`config.mk`:
```
export PLATFORM = sky130hd
export DESIGN_NAME = fx_add_sched
export DESIGN_NICKNAME = d
export VERILOG_FILES = /design/src/rtl/fx_add_pkg.sv /design/src/rtl/fx_pt_add.sv /design/src/rtl/fx_add_sched.sv
export SDC_FILE = /design/constraint.sdc
export NUM_CORES = 1
export LEC_CHECK = 0
export ABC_AREA = 1
export BUFFER_PORTS_ARGS = -buffer_cell sky130_fd_sc_hd__buf_2
export CORE_ASPECT_RATIO = 1.2
export CORE_MARGIN = 8
export CORE_UTILIZATION = 30
export CTS_CLUSTER_SIZE = 28
export DETAILED_ROUTE_END_ITERATION = 16
export HOLD_SLACK_MARGIN = 0.02
export MAX_ROUTING_LAYER = met4
export PLACE_DENSITY_LB_ADDON = 0.2
export SETUP_SLACK_MARGIN = 0.05
export SKIP_LAST_GASP = 1
export SLEW_MARGIN = 20
export SYNTH_ARGS = -nofsm -noshare
export SYNTH_HDL_FRONTEND = slang
export SYNTH_SLANG_ARGS = --single-unit
export TNS_END_PERCENT = 100
```
`constraint.sdc`:
```
create_clock -name clk -period 6 [get_ports clk]
set_clock_uncertainty 0.15 [all_clocks]
set_input_delay 0.3 -clock clk [delete_from_list [all_inputs] [get_ports clk]]
set_output_delay 0.3 -clock clk [all_outputs]
set_load 0.01 [all_outputs]
```
`src/rtl/fx_add_pkg.sv`:
```
// Shared constants and width helpers for the fixed-point adder scheduler.
// Latency: n/a (package only).
// Backpressure: n/a (package only).
package fx_add_pkg;

    // Number formats understood by fx_pt_add
    localparam int SGN_UNSIGNED = 0;
    localparam int SGN_TWOS     = 1;
    localparam int SGN_SIGNMAG  = 2;

    // Adder output width: room for full alignment shift plus carry/sign
    function automatic int sum_w(input int width);
        return 2 * width + 1;
    endfunction

    // Requester index width, never narrower than one bit
    function automatic int id_w(input int n_req);
        return (n_req > 1) ? $clog2(n_req) : 1;
    endfunction

endpackage

```
`src/rtl/fx_pt_add.sv`:
```
// Combinational fixed-point adder: a is shifted left by A_INT_W, b by B_INT_W,
// so the sum carries WIDTH fractional bits. Latency: 0 cycles. Backpressure: none.
// Ports: a, b (WIDTH, format SGN) -> sum (2*WIDTH+1, same format).
// Sign-magnitude results with zero magnitude are always +0.
module fx_pt_add
    import fx_add_pkg::*;
#(
    parameter int SGN     = 2,
    parameter int WIDTH   = 15,
    parameter int A_INT_W = 14,
    parameter int B_INT_W = 1
) (
    input  logic [WIDTH-1:0]   a,
    input  logic [WIDTH-1:0]   b,
    output logic [2*WIDTH:0]   sum
);

    localparam int SW = 2 * WIDTH + 1;
    localparam int MW = 2 * WIDTH;

    generate
        if (SGN == SGN_UNSIGNED) begin : g_unsigned
            assign sum = (SW'(a) << A_INT_W) + (SW'(b) << B_INT_W);
        end else if (SGN == SGN_TWOS) begin : g_twos
            logic signed [SW-1:0] xa;
            logic signed [SW-1:0] xb;
            assign xa  = SW'($signed(a));
            assign xb  = SW'($signed(b));
            assign sum = (xa <<< A_INT_W) + (xb <<< B_INT_W);
        end else begin : g_signmag
            logic [MW-1:0] ma;
            logic [MW-1:0] mb;
            logic [MW-1:0] mag;
            logic          sa;
            logic          sb;
            logic          sgn;
            assign sa = a[WIDTH-1];
            assign sb = b[WIDTH-1];
            assign ma = MW'(a[WIDTH-2:0]) << A_INT_W;
            assign mb = MW'(b[WIDTH-2:0]) << B_INT_W;
            always_comb begin
                mag = '0;
                sgn = 1'b0;
                if (sa == sb) begin
                    mag = ma + mb;
                    sgn = sa;
                end else if (ma >= mb) begin
                    mag = ma - mb;
                    sgn = sa;
                end else begin
                    mag = mb - ma;
                    sgn = sb;
                end
                // Never emit negative zero
                if (mag == '0) begin
                    sgn = 1'b0;
                end
            end
            assign sum = {sgn, mag};
        end
    endgenerate

endmodule

```
`src/rtl/fx_add_sched.sv`:
```
// Round-robin scheduler sharing one fx_pt_add among N_REQ requesters.
// Latency: 2 cycles grant-to-result; 1 result/cycle while res_ready is high.
// Backpressure: res_ready low stalls S2 then S1; req_ready drops once both are full.
// Ports: req_valid/req_a/req_b/req_ready per requester (packed i*WIDTH),
//        res_valid/res_ready/res_sum/res_id result channel, op_count transfers.
module fx_add_sched
    import fx_add_pkg::*;
#(
    parameter  int N_REQ   = 4,
    parameter  int WIDTH   = 15,
    parameter  int SGN     = 2,
    parameter  int A_INT_W = 14,
    parameter  int B_INT_W = 1,
    localparam int SUM_W   = sum_w(WIDTH),
    localparam int ID_W    = id_w(N_REQ)
) (
    input  logic                   clk,
    input  logic                   rst,
    input  logic [N_REQ-1:0]       req_valid,
    input  logic [N_REQ*WIDTH-1:0] req_a,
    input  logic [N_REQ*WIDTH-1:0] req_b,
    output logic [N_REQ-1:0]       req_ready,
    output logic                   res_valid,
    input  logic                   res_ready,
    output logic [SUM_W-1:0]       res_sum,
    output logic [ID_W-1:0]        res_id,
    output logic [15:0]            op_count
);

    logic             s1_valid;
    logic [WIDTH-1:0] s1_a;
    logic [WIDTH-1:0] s1_b;
    logic [ID_W-1:0]  s1_id;
    logic             s2_valid;
    logic [ID_W-1:0]  rr_ptr;

    logic             s2_adv;
    logic             s1_free;
    logic             res_xfer;
    logic [N_REQ-1:0] rot;
    logic             found;
    logic [ID_W:0]    win_ext;
    logic [ID_W-1:0]  win;
    logic [WIDTH-1:0] win_a;
    logic [WIDTH-1:0] win_b;
    logic [SUM_W-1:0] add_sum;

    assign s2_adv   = s1_valid & (~s2_valid | res_ready);
    assign s1_free  = ~s1_valid | s2_adv;
    assign res_xfer = s2_valid & res_ready;
    assign res_valid = s2_valid;

    // Rotate the request vector so bit 0 is the requester at rr_ptr; the
    // lowest set bit of the rotated vector is the round-robin winner.
    assign rot = N_REQ'({req_valid, req_valid} >> rr_ptr);

    always_comb begin
        found   = 1'b0;
        win_ext = '0;
        for (int k = N_REQ - 1; k >= 0; k--) begin
            if (rot[k]) begin
                found   = 1'b1;
                win_ext = {1'b0, rr_ptr} + (ID_W + 1)'(k);
            end
        end
        if (win_ext >= (ID_W + 1)'(N_REQ)) begin
            win_ext = win_ext - (ID_W + 1)'(N_REQ);
        end
    end

    assign win = win_ext[ID_W-1:0];

    // Grant only when S1 can take the operands; held off during reset.
    always_comb begin
        req_ready = '0;
        if (s1_free && found && !rst) begin
            req_ready = N_REQ'(1) << win;
        end
    end

    always_comb begin
        win_a = '0;
        win_b = '0;
        for (int i = 0; i < N_REQ; i++) begin
            if (win == ID_W'(i)) begin
                win_a = req_a[i*WIDTH +: WIDTH];
                win_b = req_b[i*WIDTH +: WIDTH];
            end
        end
    end

    fx_pt_add #(
        .SGN     (SGN),
        .WIDTH   (WIDTH),
        .A_INT_W (A_INT_W),
        .B_INT_W (B_INT_W)
    ) u_add (
        .a   (s1_a),
        .b   (s1_b),
        .sum (add_sum)
    );

    always_ff @(posedge clk) begin
        if (rst) begin
            s1_valid <= 1'b0;
            s1_a     <= '0;
            s1_b     <= '0;
            s1_id    <= '0;
            s2_valid <= 1'b0;
            res_sum  <= '0;
            res_id   <= '0;
            rr_ptr   <= '0;
            op_count <= '0;
        end else begin
            // req_ready is nonzero exactly when a grant exists, and the
            // granted requester is valid, so any grant is a transfer.
            if (|req_ready) begin
                s1_valid <= 1'b1;
                s1_a     <= win_a;
                s1_b     <= win_b;
                s1_id    <= win;
                rr_ptr   <= (win == ID_W'(N_REQ - 1)) ? '0 : win + 1'b1;
            end else if (s2_adv) begin
                s1_valid <= 1'b0;
            end

            if (s2_adv) begin
                s2_valid <= 1'b1;
                res_sum  <= add_sum;
                res_id   <= s1_id;
            end else if (res_xfer) begin
                s2_valid <= 1'b0;
            end

            if (res_xfer) begin
                op_count <= op_count + 16'd1;
            end
        end
    end

endmodule

```
# Word-level counts from Yosys, hierarchy flattened

Cells that the tools add are included.

Bits in latches: 0
Bits in registers: 85
Input port bits: 127
Memories kept: 0
Bits in writable memories: 0
Output and inout port bits: 54
Bits in read-only memories: 0
Logic and storage cells: 68

Shift-type cells: 2
Divide/modulo/power cells: 0
Equality and inequality tests: 4
Multiply operators: 0
Order comparisons: 2
Bitwise gates (word level): 6
Add/sub/neg operators: 9
Reduce and logical (&&, ||, !) cells: 8
Muxes and demuxes: 28

Operators with widths:

| cell                                                                   | number |
|---|---|
| 15-bit 2-to-1 mux                                                      | 8 |
| 30-bit 2-to-1 mux                                                      | 2 |
| 30-bit zero test                                                       | 1 |
| 28-bit by 15-bit adder with 29-bit output                              | 1 |
| 15-bit by 28-bit subtractor with 29-bit output                         | 1 |
| 28-bit by 15-bit subtractor with 29-bit output                         | 1 |
| 28-bit by 15-bit >= comparator with 1-bit output                       | 1 |
| 16-bit by 1-bit adder with 16-bit output (second input constant)       | 1 |
| 3-bit 2-to-1 mux                                                       | 4 |
| 1-bit 2-to-1 mux                                                       | 11 |
| 8-bit by 2-bit >> shifter with 4-bit output                            | 1 |
| 2-bit by 2-bit adder with 3-bit output (second input constant)         | 2 |
| 2-bit equality test (second input constant)                            | 2 |
| 2-bit 2-to-1 mux                                                       | 2 |
| 4-bit 2-to-1 mux                                                       | 1 |
| 2-bit nonzero test                                                     | 2 |
| 4-bit OR reduction                                                     | 1 |
| 1-bit by 2-bit left shift with 4-bit output (first input constant)     | 1 |
| 2-bit by 1-bit adder with 3-bit output (second input constant)         | 1 |
| 3-bit >= comparator (second input constant)                            | 1 |
| 2-bit by 1-bit adder with 2-bit output (second input constant)         | 1 |
| 1-bit AND                                                              | 2 |
| 2-bit by 1-bit equality test with 1-bit output (second input constant) | 1 |
| 1-bit logical AND                                                      | 2 |
| 6 further kinds                                                        | 8 |

# Logic depth before layout (Yosys ltp)

Gate-level depths: netlist (run 1).

Depth after elaboration: 12
Mapped depth: 21
Depth with buffers taken out: 19

# Cells and area by module

From an unflattened synthesis (run 1), not the netlist that was laid out.

Cells, all modules: 1018
Area total of the unflattened synthesis: 6172.2 um2

Modules (own cells, without submodules):

| module       | cells an instance | seq. area each (um2) | area an instance (um2) | times used |
|---|---|---|---|---|
| fx_add_sched | 640               | 1701.6               | 4421.7                 | 1 |
| fx_pt_add    | 378               | 0.0                  | 1750.4                 | 1 |

# Worst setup path before layout (run 1)

Ideal clock, no wire load.

Path type: register -> register
Start point: register rr_ptr[0]
End point: register s1_a[1]
Clock period less this slack: 2.820 ns
Arrival time: 2.548 ns
Stages on the path, launching flop included: 20
Slack: 3.180 ns
Data required time: 5.728 ns
Buffers on the path: 3
Setup time: 0.122 ns
Cell sequence: dfxtp_1 > buf_6 > or2_1 > nand3_1 > nand2_1 > nor2_1 > nand2_1 > nand3_1 > nand2_1 > o21ai_0 > ha_1 > clkbuf_1 > inv_1 > nor2_1 > nor2_1 > nand2_2 > inv_4 > buf_4 > o21ai_0 > a21oi_2

Elaborated cells between the ends (all ways): 28
Classes of those cells: add/sub (4); order compare (1); eq/ne (3); shift (2); mux (14); reduce/logical (4)

RTL lines:

| element                                                                                                      | RTL line                               | source |
|---|---|---|
| start, declared                                                                                              | fx_add_sched.sv:35                     | `logic [ID_W-1:0] rr_ptr;` |
| start signal, assigned                                                                                       | fx_add_sched.sv:122                    | `rr_ptr <= (win == ID_W'(N_REQ - 1)) ? '0 : win + 1'b1;` |
| 2-bit by 2-bit adder with 3-bit output / 8-bit by 2-bit >> shifter with 4-bit output (equally long branches) | fx_add_sched.sv:63, fx_add_sched.sv:55 |  |
| 3-bit 2-to-1 mux (3 in series)                                                                               | fx_add_sched.sv:61                     | `if (rot[k]) begin` |
| 3-bit 2-to-1 mux (*)                                                                                         | fx_add_sched.sv:61                     |  |
| 3-bit >= comparator / 2-bit by 1-bit subtractor with 2-bit output (equally long branches)                    | fx_add_sched.sv:66, fx_add_sched.sv:67 |  |
| 2-bit 2-to-1 mux (*)                                                                                         | fx_add_sched.sv:66                     | `if (win_ext >= (ID_W + 1)'(N_REQ)) begin` |
| via win_ext[1]                                                                                               | fx_add_sched.sv:42                     | `logic [ID_W:0] win_ext;` |
| 1-bit by 2-bit left shift with 4-bit output (*)                                                              | fx_add_sched.sv:77                     | `req_ready = N_REQ'(1) << win;` |
| 4-bit 2-to-1 mux (*)                                                                                         | fx_add_sched.sv:76                     | `if (s1_free && found && !rst) begin` |
| via req_ready[3]                                                                                             | fx_add_sched.sv:22                     | `output logic [N_REQ-1:0] req_ready,` |
| 4-bit OR reduction (*)                                                                                       | fx_add_sched.sv:117                    | `if (\|req_ready) begin` |
| end signal, assigned                                                                                         | fx_add_sched.sv:119                    | `s1_a <= win_a;` |
| end, declared                                                                                                | fx_add_sched.sv:31                     | `logic [WIDTH-1:0] s1_a;` |

The timed path passes the listed nets; every way through them passes the cells marked *.
A chain may end at the register's enable or synchronous reset.

# Worst setup path in the final report (run 1)

Start point: register rr_ptr[0]
End point: register s1_b[12]

Word-level cells in the longest chain between the ends: 12
Elaborated cells between the ends (all ways): 28
Classes of those cells: add/sub (4); order compare (1); eq/ne (3); shift (2); mux (14); reduce/logical (4)

RTL lines:

| element                                                                                                      | RTL line                               | source |
|---|---|---|
| 2-bit by 2-bit adder with 3-bit output / 8-bit by 2-bit >> shifter with 4-bit output (equally long branches) | fx_add_sched.sv:63, fx_add_sched.sv:55 |  |
| 3-bit 2-to-1 mux (3 in series)                                                                               | fx_add_sched.sv:61                     |  |
| 3-bit 2-to-1 mux (*)                                                                                         | fx_add_sched.sv:61                     |  |
| 3-bit >= comparator / 2-bit by 1-bit subtractor with 2-bit output (equally long branches)                    | fx_add_sched.sv:66, fx_add_sched.sv:67 |  |
| 2-bit 2-to-1 mux (*)                                                                                         | fx_add_sched.sv:66                     |  |
| via win_ext[1]                                                                                               | fx_add_sched.sv:42                     |  |
| 2-bit zero test                                                                                              | fx_add_sched.sv:85                     | `if (win == ID_W'(i)) begin` |
| 15-bit 2-to-1 mux (4 in series)                                                                              | fx_add_sched.sv:85                     |  |
| end signal, assigned                                                                                         | fx_add_sched.sv:120                    | `s1_b <= win_b;` |
| end, declared                                                                                                | fx_add_sched.sv:32                     | `logic [WIDTH-1:0] s1_b;` |

Marked as above.

==> results of run 1 <==
[registers in the layout (all words and copies together), names as in the netlist]
name and flops:
op_count 16, res_id 2, res_sum 30, res_valid 1
rr_ptr 2, s1_a 15, s1_b 15, s1_id 2
s1_valid 1
[power groups by stage]
stage          Clock [mW]  Combinational, mW  Sequential (mW)
2_1_floorplan           0               2.02            0.846
3_3_place_gp            0               2.61            0.858
3_5_place_dp            0               2.62            0.855
4_1_cts             0.579               2.63            0.844
5_1_grt             0.605               3.00            0.868
6_report            0.564               2.62            0.844
[cell usage after synthesis]
| master | count |
|---|---|
| a211oi_1 | 1 |
| a21oi_1 | 75 |
| a21oi_2 | 10 |
| a31oi_1 | 1 |
| and2_1 | 1 |
| and3_1 | 1 |
| buf_1 | 6 |
| buf_2 | 2 |
| buf_4 | 4 |
| buf_6 | 7 |
| clkbuf_1 | 35 |
| clkinv_1 | 1 |
| conb_1 | 1 |
| dfxtp_1 | 84 |
| ha_1 | 11 |
| inv_1 | 102 |
| inv_2 | 8 |
| inv_4 | 1 |
| nand2_1 | 230 |
| nand2_2 | 2 |
| nand3_1 | 89 |
| nand3b_1 | 2 |
| nand3b_2 | 1 |
| nand4_1 | 20 |
| nor2_1 | 105 |
| nor2_2 | 2 |
| nor2_4 | 1 |
| nor3_1 | 11 |
| nor3b_1 | 2 |
| nor4_1 | 1 |
| o211ai_1 | 19 |
| o21a_1 | 2 |
| o21ai_0 | 107 |
| o21ai_1 | 22 |
| o21ai_2 | 2 |
| or2_1 | 2 |
| xnor2_1 | 3 |
| xor2_1 | 9 |
[path summary, 6_finish.rpt]
check	from	end	slack (ns)	cells past startpoint
setup / recovery	rr_ptr[0]	s1_b[12]	1.57	19
hold / removal	res_ready	res_valid	0.14	4
setup reg to reg	rr_ptr[0]	s1_b[12]	1.57	19
hold reg to reg	op_count[15]	op_count[15]	0.31	2
[cell usage in the layout, fill, tap and decap left out, types with 2 or more instances in the layout]
cell type / count
a21oi_1: 75
a21oi_2: 10
buf_2: 179
buf_4: 5
clkbuf_16: 9
clkinv_1: 2
clkinvlp_4: 2
dfxtp_1: 84
ha_1: 9
ha_2: 2
inv_1: 101
inv_2: 8
inv_6: 2
nand2_1: 230
nand2_2: 2
nand3_1: 89
nand3b_1: 2
nand4_1: 20
nor2_1: 105
nor2_2: 2
nor3_1: 11
nor3b_1: 2
o211ai_1: 19
o21a_1: 2
o21ai_0: 107
o21ai_1: 22
o21ai_2: 2
or2_1: 2
xnor2_1: 3
xor2_1: 9
[layout make-up]
cell class / instances / area (um^2)
inverter: 112 / 423
sequential: 84 / 1680
clock inverter: 6 / 71.3
tap: 261 / 327
timing repair buffer: 184 / 933
multi-input combinational: 733 / 3540
clock buffer: 10 / 229
fill: 2230 / 12300
[metal layers]
layer | global-route usage | vias to the layer above | routed length, um | part of all wire
li1 | - | 3517 | - | -
met1 | 0.219 | 2791 | 9820 | 0.49
met2 | 0.263 | 205 | 8930 | 0.45
met3 | 0.0217 | 22 | 924 | 0.046
met4 | 0.0512 | 0 | 312 | 0.016
met5 | - | - | 0 | 0
[worst min-delay path: cells and delay by family]
family	cells	cell delay [ns]
compound gates	1	0.07
buf+inv	2	0.13
simple gates	1	0.09
[kinds of logic after synthesis]
kind of cell             count (synthesis)  synth area share
other                                    1          0.000634
AND/OR/NAND/NOR                        470             0.337
buffers and inverters                  166             0.118
adder cells (fa/ha/maj)                 11            0.0233
AO/OA/AOI/OAI                          239             0.219
XOR/XNOR                                12            0.0178
flip-flops                              84             0.284
==> metrics.md, run 1 <==
| Metric | Value |
|---|---|
| Dpl hpwl | `16000 um` |
| Inst Count DP | `1374` |
| Share of layout cells above drive strength 1 | `0.202` |
| Global-route wire length before repair | `32300 um` |
| Initial antenna violation count | `0` |
| ANT nets after route | `0` |
| Main area contributors after synthesis | `dfxtp_1, nand2_1, o21ai_0` |
| Core Footprint | `19500 um^2` |
| Max incr delay on CP | `0.69 ns` |
| Max Slew Vio Count | `0` |
| Pre-CTS WS | `1.61 ns` |
| Die ar. | `24500 um^2` |
| Top Family by Delay on Critical Path | `buffers and inverters` |
| Status | `finished, final reports clean` |
| RSZ-0062 raised after global routing | `false` |
| Layout area overhead | `21.9%` |
| Tcrit/Tclk final | `0.738` |
| Util after Layout | `0.370` |
| Number of remaining DRC errors | `0` |
| Slew @ Worst Pin | `0.899 ns` |
| DR vias | `6535` |
| Number of global-route vias before repair | `6434` |
| Area after DPL | `6900 um^2` |
| Sequential Power Share | `0.210` |
| CP arrival | `4.55 ns` |
| Final setup vio count | `0` |
| Slowest CP cell | `inv_1` |
| Buf/Inv on CP | `4` |
| #FFs+latches synth | `84` |
| Pwr Density | `559 nW/um^2` |
| CTS max path bufs | `2` |
| Largest net degree at the start of global routing | `68` |
| Post-DR wirelength/cell | `14.4 um` |
| 1st-pass router iterations | `6` |
| Ports | `181` |
| Clock power frac | `0.140` |
| Crit path cell chain | `nand2_1, o21ai_1, or2_1, o21ai_0, nor2_1, nand2_1, nand3_1, nand2_1, o21ai_0, inv_1, ha_1, buf_4, inv_1, nor2_1, nor2_1, nand2_2, inv_4, o21ai_0, a21oi_2` |
| Ant. Diodes | `0` |
| CTS tree | `built` |
| Final hold vios | `0` |
| Max cap viols | `0` |
| Design Area, Final | `7210 um^2` |
| Post-synth top area share | `0.284` |
| Combinational cell fraction of total power | `0.650` |
| H-Tree Depth | `3` |
| Initial core utilization | `0.304` |
| Chip width | `144 um` |
| Data required, critical path | `6.13 ns` |
| Total GRT Usage | `0.167` |
| Critical path launch point type | `flop` |
| HP Class | `in -> reg` |
| Final non-filler cell total | `1390` |
| Max Clk Rate | `226 MHz` |
| Clock sinks | `84` |
| Syn nets | `1121` |
| Crit-path max FO | `59` |
| Hold_buf cts | `0` |
| Int Pwr | `1.88 mW` |
| Syn Std Cell Area | `5910 um^2` |
| Yosys warns | `0` |
| Final Wtd Congestion | `0.858` |
| Iter 0 DRT Violations | `368` |
| GRT overflow | `0` |
| CP endpoint kind | `flop` |
| Clock buffer count from CTS | `9` |
| Worst Slack Setup Final | `1.57 ns` |
| Syn Inst Count | `983` |
| Clock slew at reported path FFs | `0.07 ns` |
| Worst slew margin | `0.400` |
| Port bufs | `179` |
| Fin Setup TNS | `0 ns` |
| Leakage Power | `3.55 nW` |
| Distinct cells, synth | `38` |
| Via-per-instance ratio | `4.70` |
| Total Routed Length | `20000 um` |
| Syn_area_per_cell | `6.02 um^2` |
| Die height | `170 um` |
| Worst IR Drop VDD | `0.280 mV` |
| Final #Nets | `1262` |
| Row cnt | `56` |
| Synth area leader | `dfxtp_1` |
| Setup Buffers After CTS | `0` |
| Minimum hold slack | `0.140 ns` |
| Sw Ratio | `0.532` |
| Register area share after synthesis | `0.284` |
| Latest clock arrival within the worst-skew pair | `0.35 ns` |
| Kind of critical path | `reg -> reg` |
| Total power | `4.03 mW` |
| Tmin final | `4.43 ns` |
| Sw power | `2.14 mW` |
| CTS resizes | `0` |
| Clock root cell | `clkbuf_16` |
(Power assumes the default switching activity.)
==> run 2, diff against run 1 <==
==> constraint.sdc (replaced) <==
create_clock -name clk -period 3.91 [get_ports clk]
set_clock_uncertainty 0.15 [all_clocks]
set_input_delay 0.1955 -clock clk [delete_from_list [all_inputs] [get_ports clk]]
set_output_delay 0.1955 -clock clk [all_outputs]
set_load 0.01 [all_outputs]
==> run 2 against run 1 <==
Sequential power is 54% higher. Final area up 0.35%. Global-route usage rose by 0.49 points. Worst hold slack worse by 0.12 ns. Die area unchanged. Sequential share of layout area down 0.081 points. Combinational power up 55%. Total power grew 54%.
==> metrics.md, run 2 (synthesis results as in run 1) <==
| Metric | Value |
|---|---|
| Slew @ Worst Pin | `0.811 ns` |
| Latest clock arrival within the worst-skew pair | `0.35 ns` |
| Crit path cell chain | `nand2_1, o21ai_1, or2_1, o21ai_0, nor2_1, nand2_1, nand3_1, nand2_1, o21ai_1, inv_1, ha_1, inv_1, nor2_1, nor2_1, nand2_2, inv_4, o21ai_0, a21oi_2` |
| Ports | `181` |
| Max Slew Vio Count | `0` |
| Kind of critical path | `reg -> reg` |
| Crit path capture | `s1_b[7]` |
| Clock buffer count from CTS | `9` |
| Layout area overhead | `22.3%` |
| Clock slew at reported path FFs | `0.07 ns` |
| Total Routed Length | `20300 um` |
| Final #Nets | `1267` |
| HP Class | `in -> reg` |
| Reg2reg start | `rr_ptr[0]` |
| Pwr Density | `859 nW/um^2` |
| Hold_buf cts | `0` |
| Critical path launch point type | `flop` |
| Crit-path max FO | `59` |
| Port bufs | `179` |
| Largest regs | `res_sum (30), op_count (16)` |
| Die height | `170 um` |
| Core Footprint | `19500 um^2` |
| Total GRT Usage | `0.172` |
| Sw Ratio | `0.530` |
| Worst slew margin | `0.459` |
| Combinational cell fraction of total power | `0.654` |
| Fin Setup TNS | `0 ns` |
| CP endpoint kind | `flop` |
| Data required, critical path | `4.04 ns` |
| FILL cells | `2263` |
| Slowest CP cell | `dfxtp_1` |
| Post-DR wirelength/cell | `14.6 um` |
| Final Wtd Congestion | `0.864` |
| ANT nets after route | `0` |
| Top Family by Delay on Critical Path | `simple AND/OR/NAND/NOR gates` |
| Int Pwr | `2.92 mW` |
| Clock sinks | `84` |
| R2r worst-path depth | `18` |
| Number of remaining DRC errors | `0` |
| 1st-pass router iterations | `5` |
| CP startpoint | `rr_ptr[0]` |
| GRT overflow | `0` |
| Status | `finished, final reports clean` |
| Final setup vio count | `0` |
| Iter 0 DRT Violations | `318` |
| Sw power | `3.29 mW` |
| Tcrit/Tclk final | `0.873` |
| Util after Layout | `0.371` |
| FF-to-FF setup slack | `0.50 ns` |
| Reg2Reg Capture Point | `s1_b[7]` |
| Clock root cell | `clkbuf_16` |
| Final hold vios | `0` |
| Buf/Inv on CP | `3` |
| Sequential Power Share | `0.209` |
| CP arrival | `3.54 ns` |
| Area of the multi-input gates | `3540 um^2` |
| Largest net degree at the start of global routing | `68` |
| Chip width | `144 um` |
| Global-route wire length before repair | `33000 um` |
| Die ar. | `24500 um^2` |
| Dpl hpwl | `16200 um` |
| Initial core utilization | `0.304` |
| Register with the most flip-flops | `res_sum` |
| Leading cell type in the layout, fill and taps excluded | `nand2_1` |
| Max incr delay on CP | `0.54 ns` |
| Share of layout cells above drive strength 1 | `0.205` |
| FF+latch area | `1680 um^2` |
| Max cap viols | `0` |
| Row cnt | `56` |
| Via-per-instance ratio | `4.74` |
| Worst path depth | `18` |
| CTS max path bufs | `2` |
| DR vias | `6610` |
| Clock power frac | `0.137` |
| Max Clk Rate | `293 MHz` |
| Tmin final | `3.41 ns` |
| RSZ-0062 raised after global routing | `false` |
| HP Start | `res_ready` |
| CTS tree | `built` |
| Number of flip-flops in the largest register | `30` |
| Initial antenna violation count | `0` |
| H-Tree Depth | `3` |
| Commonest cells after routing, fill and taps aside | `nand2_1, buf_2, o21ai_0, nor2_1, inv_1` |
| Leakage Power | `3.58 nW` |
| Worst IR Drop VDD | `0.404 mV` |
| Number of global-route vias before repair | `6526` |
| Ant. Diodes | `0` |
-- run 2: worst min path at each step --
stage / to / slack [ns] / depth (start not counted)
2_1_floorplan: res_valid / 0.25 / 3
3_3_place_gp: op_count[15] / 0.30 / 2
3_5_place_dp: res_sum[30] / 0.30 / 2
4_1_cts: res_valid / 0.02 / 4
5_1_grt: res_valid / 0.04 / 4
6_report: res_valid / 0.02 / 4
-- run 2: through the flow --
step / power (mW) / hold WS (ns) / area [um^2] / cells / setup WS (ns)
global route: 6.95 / 0.0351 / 7230 / 1394 / 0.159
detailed placement: 5.39 / 0.305 / 6940 / 1379 / 0.430
floorplan: 4.40 / 0.249 / 5910 / 983 / 1.09
global placement: 5.39 / 0.303 / 6940 / 1379 / 0.559
CTS: 6.27 / 0.0242 / 7230 / 1394 / 0.388
finish: 6.21 / 0.0200 / 7230 / 1394 / 0.497
-- run 2: area by class of cell --
class                           count  share of cell area
Clock buffer                        9              0.0311
Clock inverter                      6             0.00900
Inverter                          112              0.0585
Multi-Input combinational cell    733               0.489
Sequential cell                    84               0.233
Tap cell                          261              0.0452
Timing Repair Buffer              189               0.134
-- run 2: per-layer routing --
metal  up-vias  GRT usage  wire [um]
met1      2859      0.228       9980
met3        29     0.0189        829
met2       203      0.266       9030
li1       3519          -          -
met5         -          -          0
met4         0     0.0621        448
-- run 2: power groups by stage --
stage | Sequential (mW) | Combinational (mW) | Clock, mW
2_1_floorplan | 1.30 | 3.10 | 0
3_3_place_gp | 1.32 | 4.07 | 0
3_5_place_dp | 1.32 | 4.08 | 0
4_1_cts | 1.30 | 4.10 | 0.871
5_1_grt | 1.33 | 4.71 | 0.906
6_report | 1.30 | 4.06 | 0.850
-- run 2: timing repair --
action,4_1_cts,5_1_grt
buffers inserted,0,0
resized for setup,0,1
setup endpoints to repair,0,7
-- run 2: worst reg2reg max path, cell delays in order (launching register included) --
cell and delay (ns):
dfxtp_1 0.54, nand2_1 0.09, o21ai_1 0.11, or2_1 0.12, o21ai_0 0.11, nor2_1 0.16
nand2_1 0.06, nand3_1 0.06, nand2_1 0.05, o21ai_1 0.26, inv_1 0.14, ha_1 0.22
inv_1 0.08, nor2_1 0.06, nor2_1 0.11, nand2_2 0.17, inv_4 0.49, o21ai_0 0.24
a21oi_2 0.15
